==> src/rtl/stream_pkg.sv <==
// Shared types for the wide-to-narrow stream unpacker.
// Element/word typedefs; element 0 sits at the word LSBs.
package stream_pkg;
  localparam int ELEM_W = 8;
  localparam int ELEMS  = 4;
  localparam int IDX_W  = $clog2(ELEMS);
  typedef logic [ELEM_W-1:0] elem_t;
  typedef elem_t [ELEMS-1:0] word_t;
endpackage

==> src/rtl/stream_unpacker_if.sv <==
// Handshake bundle: wide src stream in, narrow dst stream out.
// slave = unpacker side, master = producer/consumer side.
// With UNPACK_LAST_EN defined, the bundle carries dst_last.
interface stream_unpacker_if #(
  parameter int IBW = 8,
  parameter int N   = 4
);
  logic             src_val;
  logic             src_rdy;
  logic [IBW*N-1:0] src_dat;
  logic             dst_val;
  logic             dst_rdy;
  logic [IBW-1:0]   dst_dat;
`ifdef UNPACK_LAST_EN
  logic             dst_last;

  modport slave (
    input  src_val, src_dat, dst_rdy,
    output src_rdy, dst_val, dst_dat, dst_last
  );
  modport master (
    output src_val, src_dat, dst_rdy,
    input  src_rdy, dst_val, dst_dat, dst_last
  );
`else
  modport slave (
    input  src_val, src_dat, dst_rdy,
    output src_rdy, dst_val, dst_dat
  );
  modport master (
    output src_val, src_dat, dst_rdy,
    input  src_rdy, dst_val, dst_dat
  );
`endif
endinterface

==> src/rtl/stream_unpacker.sv <==
// Wide-to-narrow stream unpacker: one N-element word in, elements out LSB first.
// Ports: clk, rst (async active-low), io (stream_unpacker_if.slave). Macro: UNPACK_LAST_EN.
module stream_unpacker
  import stream_pkg::*;
#(
  parameter int IBW = ELEM_W,
  parameter int N   = ELEMS
) (
  input  logic clk,
  input  logic rst,
  stream_unpacker_if.slave io
);
  localparam int IW = $clog2(N);

  logic                    full_q, full_d;
  logic [IW-1:0]           idx_q, idx_d;
  logic [N-1:0][IBW-1:0]   w_q, w_d;
  logic                    last;
  logic                    src_xfer;
  logic                    dst_xfer;

  assign last = (idx_q == IW'(N - 1));

  // A new word may load in the cycle the last element leaves.
  assign io.src_rdy = rst && (!full_q || (last && io.dst_rdy));
  assign io.dst_val = full_q;
  assign io.dst_dat = w_q[idx_q];
`ifdef UNPACK_LAST_EN
  assign io.dst_last = full_q && last;
`endif

  assign src_xfer = io.src_val && io.src_rdy;
  assign dst_xfer = full_q && io.dst_rdy;

  always_comb begin
    full_d = full_q;
    idx_d  = idx_q;
    w_d    = w_q;
    if (dst_xfer) begin
      if (!last) begin
        idx_d = idx_q + 1'b1;
      end else begin
        idx_d  = '0;
        full_d = 1'b0;
      end
    end
    if (src_xfer) begin
      w_d    = io.src_dat;
      full_d = 1'b1;
      idx_d  = '0;
    end
  end

  always_ff @(posedge clk or negedge rst) begin
    if (!rst) begin
      full_q <= 1'b0;
      idx_q  <= '0;
      w_q    <= '0;
    end else begin
      full_q <= full_d;
      idx_q  <= idx_d;
      w_q    <= w_d;
    end
  end
endmodule

==> src/flat_wrapper.sv <==
// flat-port wrapper written by rule: the top's interface ports become plain ports
module stream_unpacker_flat import stream_pkg::*;
#(
  parameter int IBW = ELEM_W,
  parameter int N   = ELEMS
)
  (clk, rst, io_src_val, io_src_dat, io_dst_rdy, io_src_rdy, io_dst_val, io_dst_dat);
  stream_unpacker_if #(.IBW(IBW), .N(N)) io_i ();
  input  logic clk;
  input  logic rst;
  input wire logic [$bits(io_i.src_val)-1:0] io_src_val;
  input wire logic [$bits(io_i.src_dat)-1:0] io_src_dat;
  input wire logic [$bits(io_i.dst_rdy)-1:0] io_dst_rdy;
  output wire logic [$bits(io_i.src_rdy)-1:0] io_src_rdy;
  output wire logic [$bits(io_i.dst_val)-1:0] io_dst_val;
  output wire logic [$bits(io_i.dst_dat)-1:0] io_dst_dat;
  assign io_i.src_val = io_src_val;
  assign io_i.src_dat = io_src_dat;
  assign io_i.dst_rdy = io_dst_rdy;
  assign io_src_rdy = io_i.src_rdy;
  assign io_dst_val = io_i.dst_val;
  assign io_dst_dat = io_i.dst_dat;
  stream_unpacker #(.IBW(IBW), .N(N)) u_core (.clk(clk), .rst(rst), .io(io_i));
endmodule
==> config.mk <==
export PLATFORM = sky130hd
export DESIGN_NAME = stream_unpacker_flat
export DESIGN_NICKNAME = d
export VERILOG_FILES = /design/src/rtl/stream_pkg.sv /design/src/rtl/stream_unpacker_if.sv /design/src/rtl/stream_unpacker.sv /design/src/flat_wrapper.sv
export SDC_FILE = /design/constraint.sdc
export NUM_CORES = 1
export LEC_CHECK = 0
export ABC_AREA = 0
export CAP_MARGIN = 10
export CORE_ASPECT_RATIO = 0.8
export CORE_MARGIN = 2
export CORE_UTILIZATION = 46
export CTS_CLUSTER_SIZE = 25
export DETAILED_ROUTE_END_ITERATION = 6
export GPL_TIMING_DRIVEN = 0
export PLACE_DENSITY = 0.78
export SLEW_MARGIN = 10
export SYNTH_ARGS = -nofsm -noshare
export SYNTH_HDL_FRONTEND = slang
export SYNTH_SLANG_ARGS = --single-unit
==> constraint.sdc <==
create_clock -name clk -period 1.75 [get_ports clk]
set_clock_uncertainty 0.1 [all_clocks]
set_input_delay 0.175 -clock clk [delete_from_list [all_inputs] [get_ports clk]]
set_output_delay 0.175 -clock clk [all_outputs]
set_load 0.05 [all_outputs]
; ---- Word level (Yosys, flattened, before mapping)
; Cells that the tools add are included.
[totals]
register_bits = 35
input_bits = 36
out_inout_bits = 10
word_cells = 26
[op_classes]
n_addsub = 1
order_cmp = 1
n_eq_ne = 1
n_mux = 8
reduce_logical = 9
[op_table]
columns = op, count
row1 = binary-select mux 8 bit (select 2 bit), 1
row2 = two-way mux 8 bit, 1
row3 = two-way mux 2 bit, 3
row4 = logical AND 1 bit, 4
row5 = nonzero test 2 bit, 2
row6 = < comparator 2 x 3 -> 1 bit (second input constant), 1
row7 = two-way mux 1 bit, 3
row8 = adder 2 x 1 -> 2 bit (second input constant), 1
row9 = == test 2 bit (second input constant), 1
row10 = AND reduction 2 bit, 1
row11 = logical NOT 1 bit, 1
row12 = logical OR 1 bit, 1

; ---- Depth between registers and ports, before layout
; Gate-level depths: netlist of run 1.
[depth]
ltp_word = 7
ltp_mapped = 5
ltp_nobuf = 4

; ---- Worst setup path after synthesis of run 1
; Ideal clock, no wire load.
[synth_timing]
kind = flip-flop to flip-flop
startpoint = register u_core.full_q (netlist: u_core.io.dst_val)
endpoint = register u_core.w_q[10] (netlist name)
setup_time_ps = 125
arrival_ps = 1402
required_time_ps = 1525
path_slack_ps = 123
path_stages_with_launch = 4
path_buffers = 1
cell_sequence = dfrtp_1 > a21oi_4 > buf_6 > mux2_2
[synth_between]
elab_chain_cells = 4
[synth_lines]
columns = item, line
row1 = "start, declared", stream_unpacker.sv:15  ; logic full_q, full_d;
row2 = "start signal, assigned", stream_unpacker.sv:60  ; full_q <= full_d;
row3 = logical NOT 1 bit, stream_unpacker.sv:25  ; assign io.src_rdy = rst && (!full_q || (last && io.dst_rdy));
row4 = logical OR 1 bit, stream_unpacker.sv:25
row5 = logical AND 1 bit, stream_unpacker.sv:25
row6 = logical AND 1 bit, stream_unpacker.sv:32  ; assign src_xfer = io.src_val && io.src_rdy;
row7 = "end signal, assigned", stream_unpacker.sv:62  ; w_q <= w_d;
row8 = "end, declared", stream_unpacker.sv:17  ; logic [N-1:0][IBW-1:0] w_q, w_d;
; No other way between the ends.
; A chain may end at the register's enable or synchronous reset.

; ---- Worst setup path after layout of run 1
[layout_timing]
startpoint = register u_core.idx_q[0]
endpoint = output port io_dst_dat[4]
[layout_between]
elab_chain_cells = 2
[layout_lines]
columns = item, line
row1 = "start, declared", stream_unpacker.sv:16  ; logic [IW-1:0] idx_q, idx_d;
row2 = "start signal, assigned", stream_unpacker.sv:61  ; idx_q <= idx_d;
row3 = binary-select mux 8 bit (select 2 bit), stream_unpacker.sv:27  ; assign io.dst_dat = w_q[idx_q];
row4 = two-way mux 8 bit (implied by the code), stream_unpacker.sv:27
row5 = "end, declared", flat_wrapper.sv:16  ; output wire logic [$bits(io_i.dst_dat)-1:0] io_dst_dat;
; No other way between the ends. The select of a mux whose other input is x is not followed.

==> flow_summary.yaml, run 1 <==
final_layout:
  design_area_sq_mm: 0.002320
  multiInputGateArea_sq_um: 628.1
  drive_above_1_share_pct: 45.86
  ff_latch_area_sq_um: 877.1
  diodes: 0
  final_cell_mix: "clkdlybuf4s50_1, dfrtp_1, mux2_2"
  fin_util_pct: 73.57
  nFillCells: 215
  layout-area-overhead-vs-synth_pct: 50.12
  nets: 193
  finalNonFillerCells: 197
clocking:
  cts_sinks: 35
  cts_tree: "built"
  clock_latency_ps: 280
  path_clk_slew_ps: 70
  cts_buffers: 5
  htreeDepth: 2
  cts.path.max_buffers: 2
  clockRootBuffer: "clkbuf_8"
power_and_ir_drop:
  ir_drop_v: 0.001333
  p_leak_nw: 0.9873
  p_comb_share_pct: 55.0
  p_int_w: 0.002847
  p_per_area_mw_per_mm2: 1993
  p_seq_share_pct: 31.2
  p_sw_w: 0.001775
  power_w: 0.004622
  netSwitchingFraction_pct: 38.40
  clkPwrFrac_pct: 13.8
critical_path:
  cpLargestDelayFamily: "multiplexers"
  r2r_end: "u_core.w_q[16]$_DFFE_PN0P_"
  crit_path_max_fanout: 5
  worstPathArrival_ps: 1550
  cp_cell_sequence: "buf_12 -> mux4_2 -> buf_6"
  r2r_slack_ps: -40
  r2r_start: "u_core.idx_q[0]$_DFFE_PN0P_"
  slowest_stage: "mux4_2"
  critical_path_buf_inv_count: 2
  r2r_cells: 6
  required_ps: 1470
  end_kind: "output port"
  cp_slowest_stage_delay_ps: 520
  critPathLaunchType: "flop"
  crit_type: "reg2out"
timing:
  setup_ws_ps: -79.24
  drv_slew: 0
  period_share_pct: 104.5
  relSlewSlack_pct: 64.23
  max_freq_mhz: 546.7
  setup_viol: 28
  rsz0062_at_grt: "yes"
  tightest_slew_ps: 538.6
  fin_crit_ps: 1829
  finalHoldViolations: 0
routing:
  avgViaCountPerCell: 5.152
  drc: 0
  drtIter0Drc: 22
  routed_wl_um: 3504
  drt-wirelength-per-cell_um: 17.79
  via_count: 1015
  drt_first_pass_iters: 4
  antenna_left: 0
synthesis:
  seq_area_frac_synth_pct: 56.68
  yosysWarnings: 0
  synth.cell_area_sq_mm: 0.001545
  yosys.area.top_type: "dfrtp_1"
  syn_nets: 131
  netlist_instances: 94
  synth_seq_cells: 35
  synth.avg_cell_area_sq_um: 16.44
  synth_area_leaders: "dfrtp_1, mux2_2, mux4_2"
  yosysUniqueCellTypes: 14
  yosysTopAreaCellShare_pct: 56.68
floorplanning:
  die_width_um: 68.80
  pin_count: 46
  fp-row-count: 18
  fp.dieH_um: 55.84
  die-area_sq_mm: 0.003842
  initial_utilization_pct: 49.01
  core-area_sq_mm: 0.003153
job:
  maxCapViolations: 0
status:
  outcome: "finished, violations left"
  violations: "setup timing"
placed_design:
  place_congestion: 0.6942
  dp_hpwl_um: 2181
  dpl_cell_area_sq_mm: 0.002041
  port_buffers: 45
  dp.cells: 179
global_route:
  grt_pass1_vias: 1099
  antenna_found_initial: 0
  overflow: 0
  grt_max_degree: 36
  grt_usage_pct: 19.12
  grt_pass1_wl_um: 5147
min_path:
  worst_hold_path_type: "in2async"
cells in the mapped netlist, drive strengths merged:
cell   instances
dfrtp         35
mux2          32
mux4           8
nand2          6
buf            5
a21oi          2
nor2           2
and2           1
ha             1
mux2i          1
nand3          1
how the worst max path moves through the flow:
stage | start | cells after the start | slack (ps) | end
6_report | u_core.idx_q[0]$_DFFE_PN0P_ | 3 | -80 | io_dst_dat[4]
5_1_grt | u_core.idx_q[0]$_DFFE_PN0P_ | 3 | -120 | io_dst_dat[4]
4_1_cts | u_core.idx_q[0]$_DFFE_PN0P_ | 3 | -80 | io_dst_dat[4]
3_5_place_dp | u_core.idx_q[0]$_DFFE_PN0P_ | 3 | -450 | io_dst_dat[2]
3_3_place_gp | rst | 5 | -1450 | u_core.w_q[8]$_DFFE_PN0P_
2_1_floorplan | u_core.io.dst_val$_DFFE_PN0P_ | 3 | 120 | u_core.w_q[10]$_DFFE_PN0P_
repair_timing:
| action | CTS | global route |
|---|---|---|
| buffers inserted | 3 | 3 |
| endpoints found under the hold margin | 35 | 0 |
| gates cloned | 0 | 2 |
| hold buffers | 2 | 0 |
| resized for setup | 70 | 4 |
| pin swaps | 1 | 1 |
| setup endpoints to repair | 38 | 37 |
power groups by stage:
stage | clock network (W) | registers [W] | logic, W
2_1_floorplan | 0 | 0.00140 | 0.00160
3_3_place_gp | 0 | 0.00141 | 0.00219
3_5_place_dp | 0 | 0.00143 | 0.00223
4_1_cts | 0.000650 | 0.00142 | 0.00242
5_1_grt | 0.000695 | 0.00149 | 0.00265
6_report | 0.000637 | 0.00144 | 0.00254
worst register-to-register path, stage by stage (launching register included):
cell and delay [ps]:
dfrtp_2 430, ha_1 220, nand2_2 90, a21oi_4 190, buf_12 150, buf_6 160, mux2_2 350
cell families after synthesis:
| group | after synthesis | synth area share [%] |
|---|---|---|
| DFF | 35 | 56.68 |
| muxes | 41 | 35.63 |
| and+or+nand+nor | 10 | 2.672 |
| buffers and inverters | 5 | 2.834 |
| adders and majority gates | 1 | 0.8096 |
| AOI/OAI and AO/OA | 2 | 1.376 |
flip-flops by register name, indices dropped and copies added, names as in the netlist:
register / cells
u_core.w_q: 32
u_core.idx_q: 2
u_core.io.dst_val: 1
layer usage:
metal / up-vias / track usage (%) / wire [um]
li1: 464 / - / -
met1: 514 / 24.52 / 1564
met2: 34 / 29.26 / 1695
met3: 3 / 6.478 / 213
met4: 0 / 8.403 / 30
met5: - / 0 / 0
per-stage QoR:
| stage | hold slack, ps | worst slack [ps] | TNS, ps |
|---|---|---|---|
| 3_3_place_gp | 372.9 | -1445 | -65410 |
| 3_5_place_dp | 207.0 | -452.2 | -17130 |
| 4_1_cts | 298.5 | -82.15 | -509.4 |
| 6_report | 290.7 | -79.24 | -1043 |
| 5_1_grt | 315.1 | -116.5 | -2637 |
| 2_1_floorplan | -220.6 | 123.4 | 0 |
layout make-up:
class | count | area share (%)
Clock buffer | 8 | 4.315
Sequential cell | 35 | 37.81
Multi-Input combinational cell | 54 | 27.08
Timing Repair Buffer | 55 | 25.51
Buffer | 5 | 3.128
Tap cell | 40 | 2.158
Power figures use the tool's default switching activity.
==> run 2, diff against run 1 <==
--- a/config.mk
+++ b/config.mk
@@ -8,7 +8,6 @@
 export ABC_AREA = 0
 export CAP_MARGIN = 10
 export CORE_ASPECT_RATIO = 0.8
-export CORE_MARGIN = 2
 export CORE_UTILIZATION = 46
 export CTS_CLUSTER_SIZE = 25
 export DETAILED_ROUTE_END_ITERATION = 6
==> flow_summary.yaml, run 2 (synthesized netlist as in run 1, its figures left out) <==
power_and_ir_drop:
  p_seq_share_pct: 31.1
  p_leak_nw: 0.9921
  clkPwrFrac_pct: 13.6
  p_per_area_mw_per_mm2: 2002
  ir_drop_v: 0.001318
  p_sw_w: 0.001769
  p_int_w: 0.002880
  p_comb_share_pct: 55.2
  netSwitchingFraction_pct: 38.04
global_route:
  use_met2_pct: 31.82
  grt_util_met1_pct: 27.03
  overflow: 0
  grtUsageMet3_pct: 5.085
  busiest_layer: "met2"
  grt_max_degree: 36
  grt_pass1_wl_um: 5043
  grt_usage_pct: 20.23
  antenna_found_initial: 0
  grt_pass1_vias: 1081
final_layout:
  drive_above_1_share_pct: 49.04
  nets: 193
  nFillCells: 192
  top_register: "u_core.w_q"
  largest_register_ffs: 32
  design_area_sq_mm: 0.002322
  final_cell_mix: "clkdlybuf4s50_1, dfrtp_1, mux2_2"
  layout-area-overhead-vs-synth_pct: 50.28
  diodes: 0
routing:
  routed_wl_um: 3307
  drt-wirelength-per-cell_um: 16.79
  drc: 0
  avgViaCountPerCell: 5.264
  drtIter0Drc: 56
  drt_first_pass_iters: 4
  antenna_left: 0
  via_count: 1037
floorplanning:
  pin_count: 46
  die-area_sq_mm: 0.003597
  initial_utilization_pct: 49.01
  fp-row-count: 18
  core-area_sq_mm: 0.003153
  die_width_um: 66.80
  fp.dieH_um: 53.84
clocking:
  clock_latency_ps: 280
  cts_tree: "built"
  path_clk_slew_ps: 70
  htreeDepth: 2
  cts_sinks: 35
  clockRootBuffer: "clkbuf_8"
  cts_buffers: 5
  cts.path.max_buffers: 2
status:
  violations: "setup timing"
  outcome: "finished, violations left"
critical_path:
  crit_path_max_fanout: 10
  worstPathArrival_ps: 1890
  critPathLaunchType: "flop"
  required_ps: 1820
  end_kind: "flop"
  crit_type: "reg2reg"
timing:
  finalHoldViolations: 0
  relSlewSlack_pct: 68.08
  setup_ws_ps: -76.10
  tightest_slew_ps: 480.8
  max_freq_mhz: 547.6
  worst_hold_slack_ps: 289.8
  period_share_pct: 104.3
  setup_viol: 40
  rsz0062_at_grt: "yes"
  drv_slew: 0
  fin_crit_ps: 1826
placed_design:
  dpl_cell_area_sq_mm: 0.002041
  place_congestion: 0.6488
  port_buffers: 45
  dp_hpwl_um: 2049
job:
  maxCapViolations: 0
min_path:
  worst_hold_path_type: "in2async"
-- run 2: per-stage QoR --
| stage | setup TNS [ps] | total power (W) | setup slack, ps | utilization (%) | instances |
|---|---|---|---|---|---|
| floorplan | 0 | 0.002996 | 123.4 | - | 94 |
| detailed placement | -16990 | 0.003652 | -452.7 | 64.72 | 179 |
| global route | -4105 | 0.004858 | -122.0 | 73.65 | 197 |
| global placement | -63350 | 0.003585 | -1425 | 64.88 | 179 |
| finish | -2314 | 0.004649 | -76.10 | 73.65 | 197 |
| CTS | -487.6 | 0.004439 | -83.45 | 70.08 | 191 |
-- run 2: critical path, cell delays in order (launching register included) --
cell and delay, ps:
dfrtp_2 420, buf_4 140, ha_4 150, nand2_4 60
a21oi_4 300, buf_8 190, mux2_2 340
-- run 2: final cells by class --
cell class                      count  area [sq um]  area share [%]
Buffer                              5         71.32           3.071
Clock buffer                        8         100.1           4.310
Multi-Input combinational cell     54         658.1           28.34
Sequential cell                    35         877.1           37.77
Tap cell                           40         50.05           2.155
Timing Repair Buffer               55         565.5           24.35
-- run 2: per-layer routing --
| layer | wire (um) | share of wire (%) |
|---|---|---|
| met2 | 1588 | 48 |
| met3 | 177 | 5.4 |
| met4 | 31 | 0.94 |
| met1 | 1510 | 46 |
| met5 | 0 | 0 |
-- run 2: power by group through the flow --
stage / combinational [W] / sequential, W / clock (W)
final: 0.00257 / 0.00145 / 0.000634
after global routing: 0.00268 / 0.00149 / 0.000679
after CTS: 0.00237 / 0.00143 / 0.000642
after detailed placement: 0.00222 / 0.00144 / 0
after global placement: 0.00218 / 0.00140 / 0
after floorplan: 0.00160 / 0.00140 / 0
-- run 2: what timing repair did --
| action | in CTS | in global routing |
|---|---|---|
| gates resized for setup | 69 | 13 |
| endpoints found under the setup margin | 38 | 37 |
| pin swaps | 1 | 1 |
| hold buffers | 2 | 0 |
| gates cloned | 0 | 1 |
| endpoints found under the hold margin | 35 | 0 |
| setup buffers | 2 | 5 |
-- run 2: final timing paths --
path                       slack [ps]                         from                          end  cells past startpoint
max                               -80  u_core.idx_q[0]$_DFFE_PN0P_    u_core.w_q[0]$_DFFE_PN0P_                      6
min                               290                          rst   u_core.w_q[15]$_DFFE_PN0P_                      3
max reg2reg                       -80  u_core.idx_q[0]$_DFFE_PN0P_    u_core.w_q[0]$_DFFE_PN0P_                      6
min reg2reg                       400    u_core.w_q[6]$_DFFE_PN0P_    u_core.w_q[6]$_DFFE_PN0P_                      1
max in group asynchronous        1070                          rst  u_core.idx_q[0]$_DFFE_PN0P_                      3
min in group clk                  400                io_src_dat[7]    u_core.w_q[7]$_DFFE_PN0P_                      2
==> run 3, diff against run 2 <==
--- a/config.mk
+++ b/config.mk
@@ -5,14 +5,12 @@
 export SDC_FILE = /design/constraint.sdc
 export NUM_CORES = 1
 export LEC_CHECK = 0
-export ABC_AREA = 0
 export CAP_MARGIN = 10
 export CORE_ASPECT_RATIO = 0.8
-export CORE_UTILIZATION = 46
+export CORE_UTILIZATION = 30
 export CTS_CLUSTER_SIZE = 25
 export DETAILED_ROUTE_END_ITERATION = 6
 export GPL_TIMING_DRIVEN = 0
-export PLACE_DENSITY = 0.78
 export SLEW_MARGIN = 10
 export SYNTH_ARGS = -nofsm -noshare
 export SYNTH_HDL_FRONTEND = slang
==> flow_summary.yaml, run 3 (synthesized netlist as in run 1, its figures left out) <==
global_route:
  grt_max_degree: 36
  grt_pass1_wl_um: 5223
  grt_usage_pct: 13.76
  antenna_found_initial: 0
  grt_pass1_vias: 1085
  overflow: 0
clocking:
  cts_tree: "built"
  cts_sinks: 35
  clock_latency_ps: 280
  path_clk_slew_ps: 70
  cts.path.max_buffers: 2
  htreeDepth: 2
  clockRootBuffer: "clkbuf_8"
  cts_buffers: 5
routing:
  avgViaCountPerCell: 4.731
  routed_wl_um: 3550
  drt-wirelength-per-cell_um: 16.21
  drtIter0Drc: 16
  via_count: 1036
  drc: 0
  drt_first_pass_iters: 4
  antenna_left: 0
timing:
  max_freq_mhz: 545.3
  period_share_pct: 104.8
  finalHoldViolations: 0
  fin_crit_ps: 1834
  rsz0062_at_grt: "yes"
  setup_viol: 38
  drv_slew: 0
  setup_ws_ps: -84.01
  tightest_slew_ps: 485.9
  relSlewSlack_pct: 67.74
critical_path:
  worstPathArrival_ps: 1560
  slowest_stage: "mux4_2"
  cp_cell_sequence: "clkbuf_16 -> mux4_2 -> buf_6"
  critPathLaunchType: "flop"
  cp_slowest_stage_delay_ps: 510
  path_depth: 3
  r2r_cells: 7
  crit_end: "io_dst_dat[6]"
  r2r_end: "u_core.w_q[24]$_DFFE_PN0P_"
  startpoint: "u_core.idx_q[0]$_DFFE_PN0P_"
  crit_type: "reg2out"
  end_kind: "output port"
  r2r_start: "u_core.idx_q[0]$_DFFE_PN0P_"
  crit_path_max_fanout: 5
  critical_path_buf_inv_count: 2
  cpLargestDelayFamily: "multiplexers"
  r2r_slack_ps: -50
  required_ps: 1470
floorplanning:
  fp.dieH_um: 66.19
  initial_utilization_pct: 32.45
  core-area_sq_mm: 0.004762
  pin_count: 46
  fp-row-count: 22
  die_width_um: 82.24
  die-area_sq_mm: 0.005443
placed_design:
  dp_hpwl_um: 2316
  dp.cells: 199
  dp_slack_ps: -495.3
  port_buffers: 45
  place_congestion: 0.6846
final_layout:
  finalNonFillerCells: 219
  drive_above_1_share_pct: 48.43
  nFillCells: 392
  largest_register_ffs: 32
  layout-area-overhead-vs-synth_pct: 56.44
  nets: 195
  final_cell_mix: "clkdlybuf4s50_1, dfrtp_1, mux2_2"
  top_register: "u_core.w_q"
  diodes: 0
power_and_ir_drop:
  p_per_area_mw_per_mm2: 1934
  p_leak_nw: 1.015
  ir_drop_v: 0.0009808
status:
  outcome: "finished, violations left"
  violations: "setup timing"
min_path:
  worst_hold_path_type: "in2async"
job:
  maxCapViolations: 0
run 3: report_power, final:
group / internal [W] / switching (W)
sequential: 0.00122 / 0.000213
combinational: 0.00134 / 0.00128
clock: 0.000359 / 0.000267
total: 0.00292 / 0.00176
run 3: area by class of cell:
| type | instances | area (sq um) | share of cell area (%) |
|---|---|---|---|
| Buffer | 5 | 86.33 | 3.571 |
| Clock buffer | 8 | 100.1 | 4.141 |
| Timing Repair Buffer | 57 | 628.1 | 25.98 |
| Sequential cell | 35 | 877.1 | 36.28 |
| Tap cell | 60 | 75.07 | 3.106 |
| Multi-Input combinational cell | 54 | 650.6 | 26.92 |
run 3: stage by stage:
| step | setup TNS (ps) | utilization (%) | cell area [sq um] | power, W | hold WS [ps] |
|---|---|---|---|---|---|
| after floorplan | 0 | - | 1545 | 0.002996 | -220.6 |
| after detailed placement | -17090 | 43.38 | 2066 | 0.003664 | 207.3 |
| after CTS | -678.7 | 46.87 | 2232 | 0.004452 | 300.4 |
| after global placement | -68200 | 43.48 | 2071 | 0.003609 | 372.3 |
| after global routing | -3214 | 50.76 | 2417 | 0.004915 | 313.5 |
| final | -1650 | 50.76 | 2417 | 0.004674 | 301.5 |
run 3: per-layer routing:
| metal | GRT usage [%] | vias to the layer above | routed length [um] |
|---|---|---|---|
| met4 | 5.263 | 0 | 27 |
| met5 | 0 | - | 0 |
| met1 | 16.21 | 522 | 1641 |
| met2 | 23.45 | 34 | 1704 |
| met3 | 4.000 | 2 | 176 |
| li1 | - | 478 | - |
run 3: worst min-delay path, delay by kind of cell:
family | cells | cell delay (ps)
buffers and inverters | 3 | 870
run 3: how the worst min path moves through the flow:
| stage | depth (start not counted) | from | slack, ps | endpoint |
|---|---|---|---|---|
| global placement | 1 | u_core.w_q[2]$_DFFE_PN0P_ | 370 | u_core.w_q[2]$_DFFE_PN0P_ |
| global route | 3 | rst | 310 | u_core.w_q[7]$_DFFE_PN0P_ |
| CTS | 3 | rst | 300 | u_core.io.dst_val$_DFFE_PN0P_ |
| detailed placement | 1 | rst | 210 | u_core.io.dst_val$_DFFE_PN0P_ |
| finish | 3 | rst | 300 | u_core.io.dst_val$_DFFE_PN0P_ |
| floorplan | 0 | rst | -220 | u_core.idx_q[0]$_DFFE_PN0P_ |
run 3: repair_timing:
| action | in CTS | in global routing |
|---|---|---|
| gates resized for setup | 68 | 15 |
| hold buffers | 2 | 0 |
| hold endpoints to repair | 35 | 0 |
| setup endpoints to repair | 38 | 37 |
| cloned | 0 | 3 |
| buffers inserted | 2 | 5 |
| pin swaps | 1 | 1 |
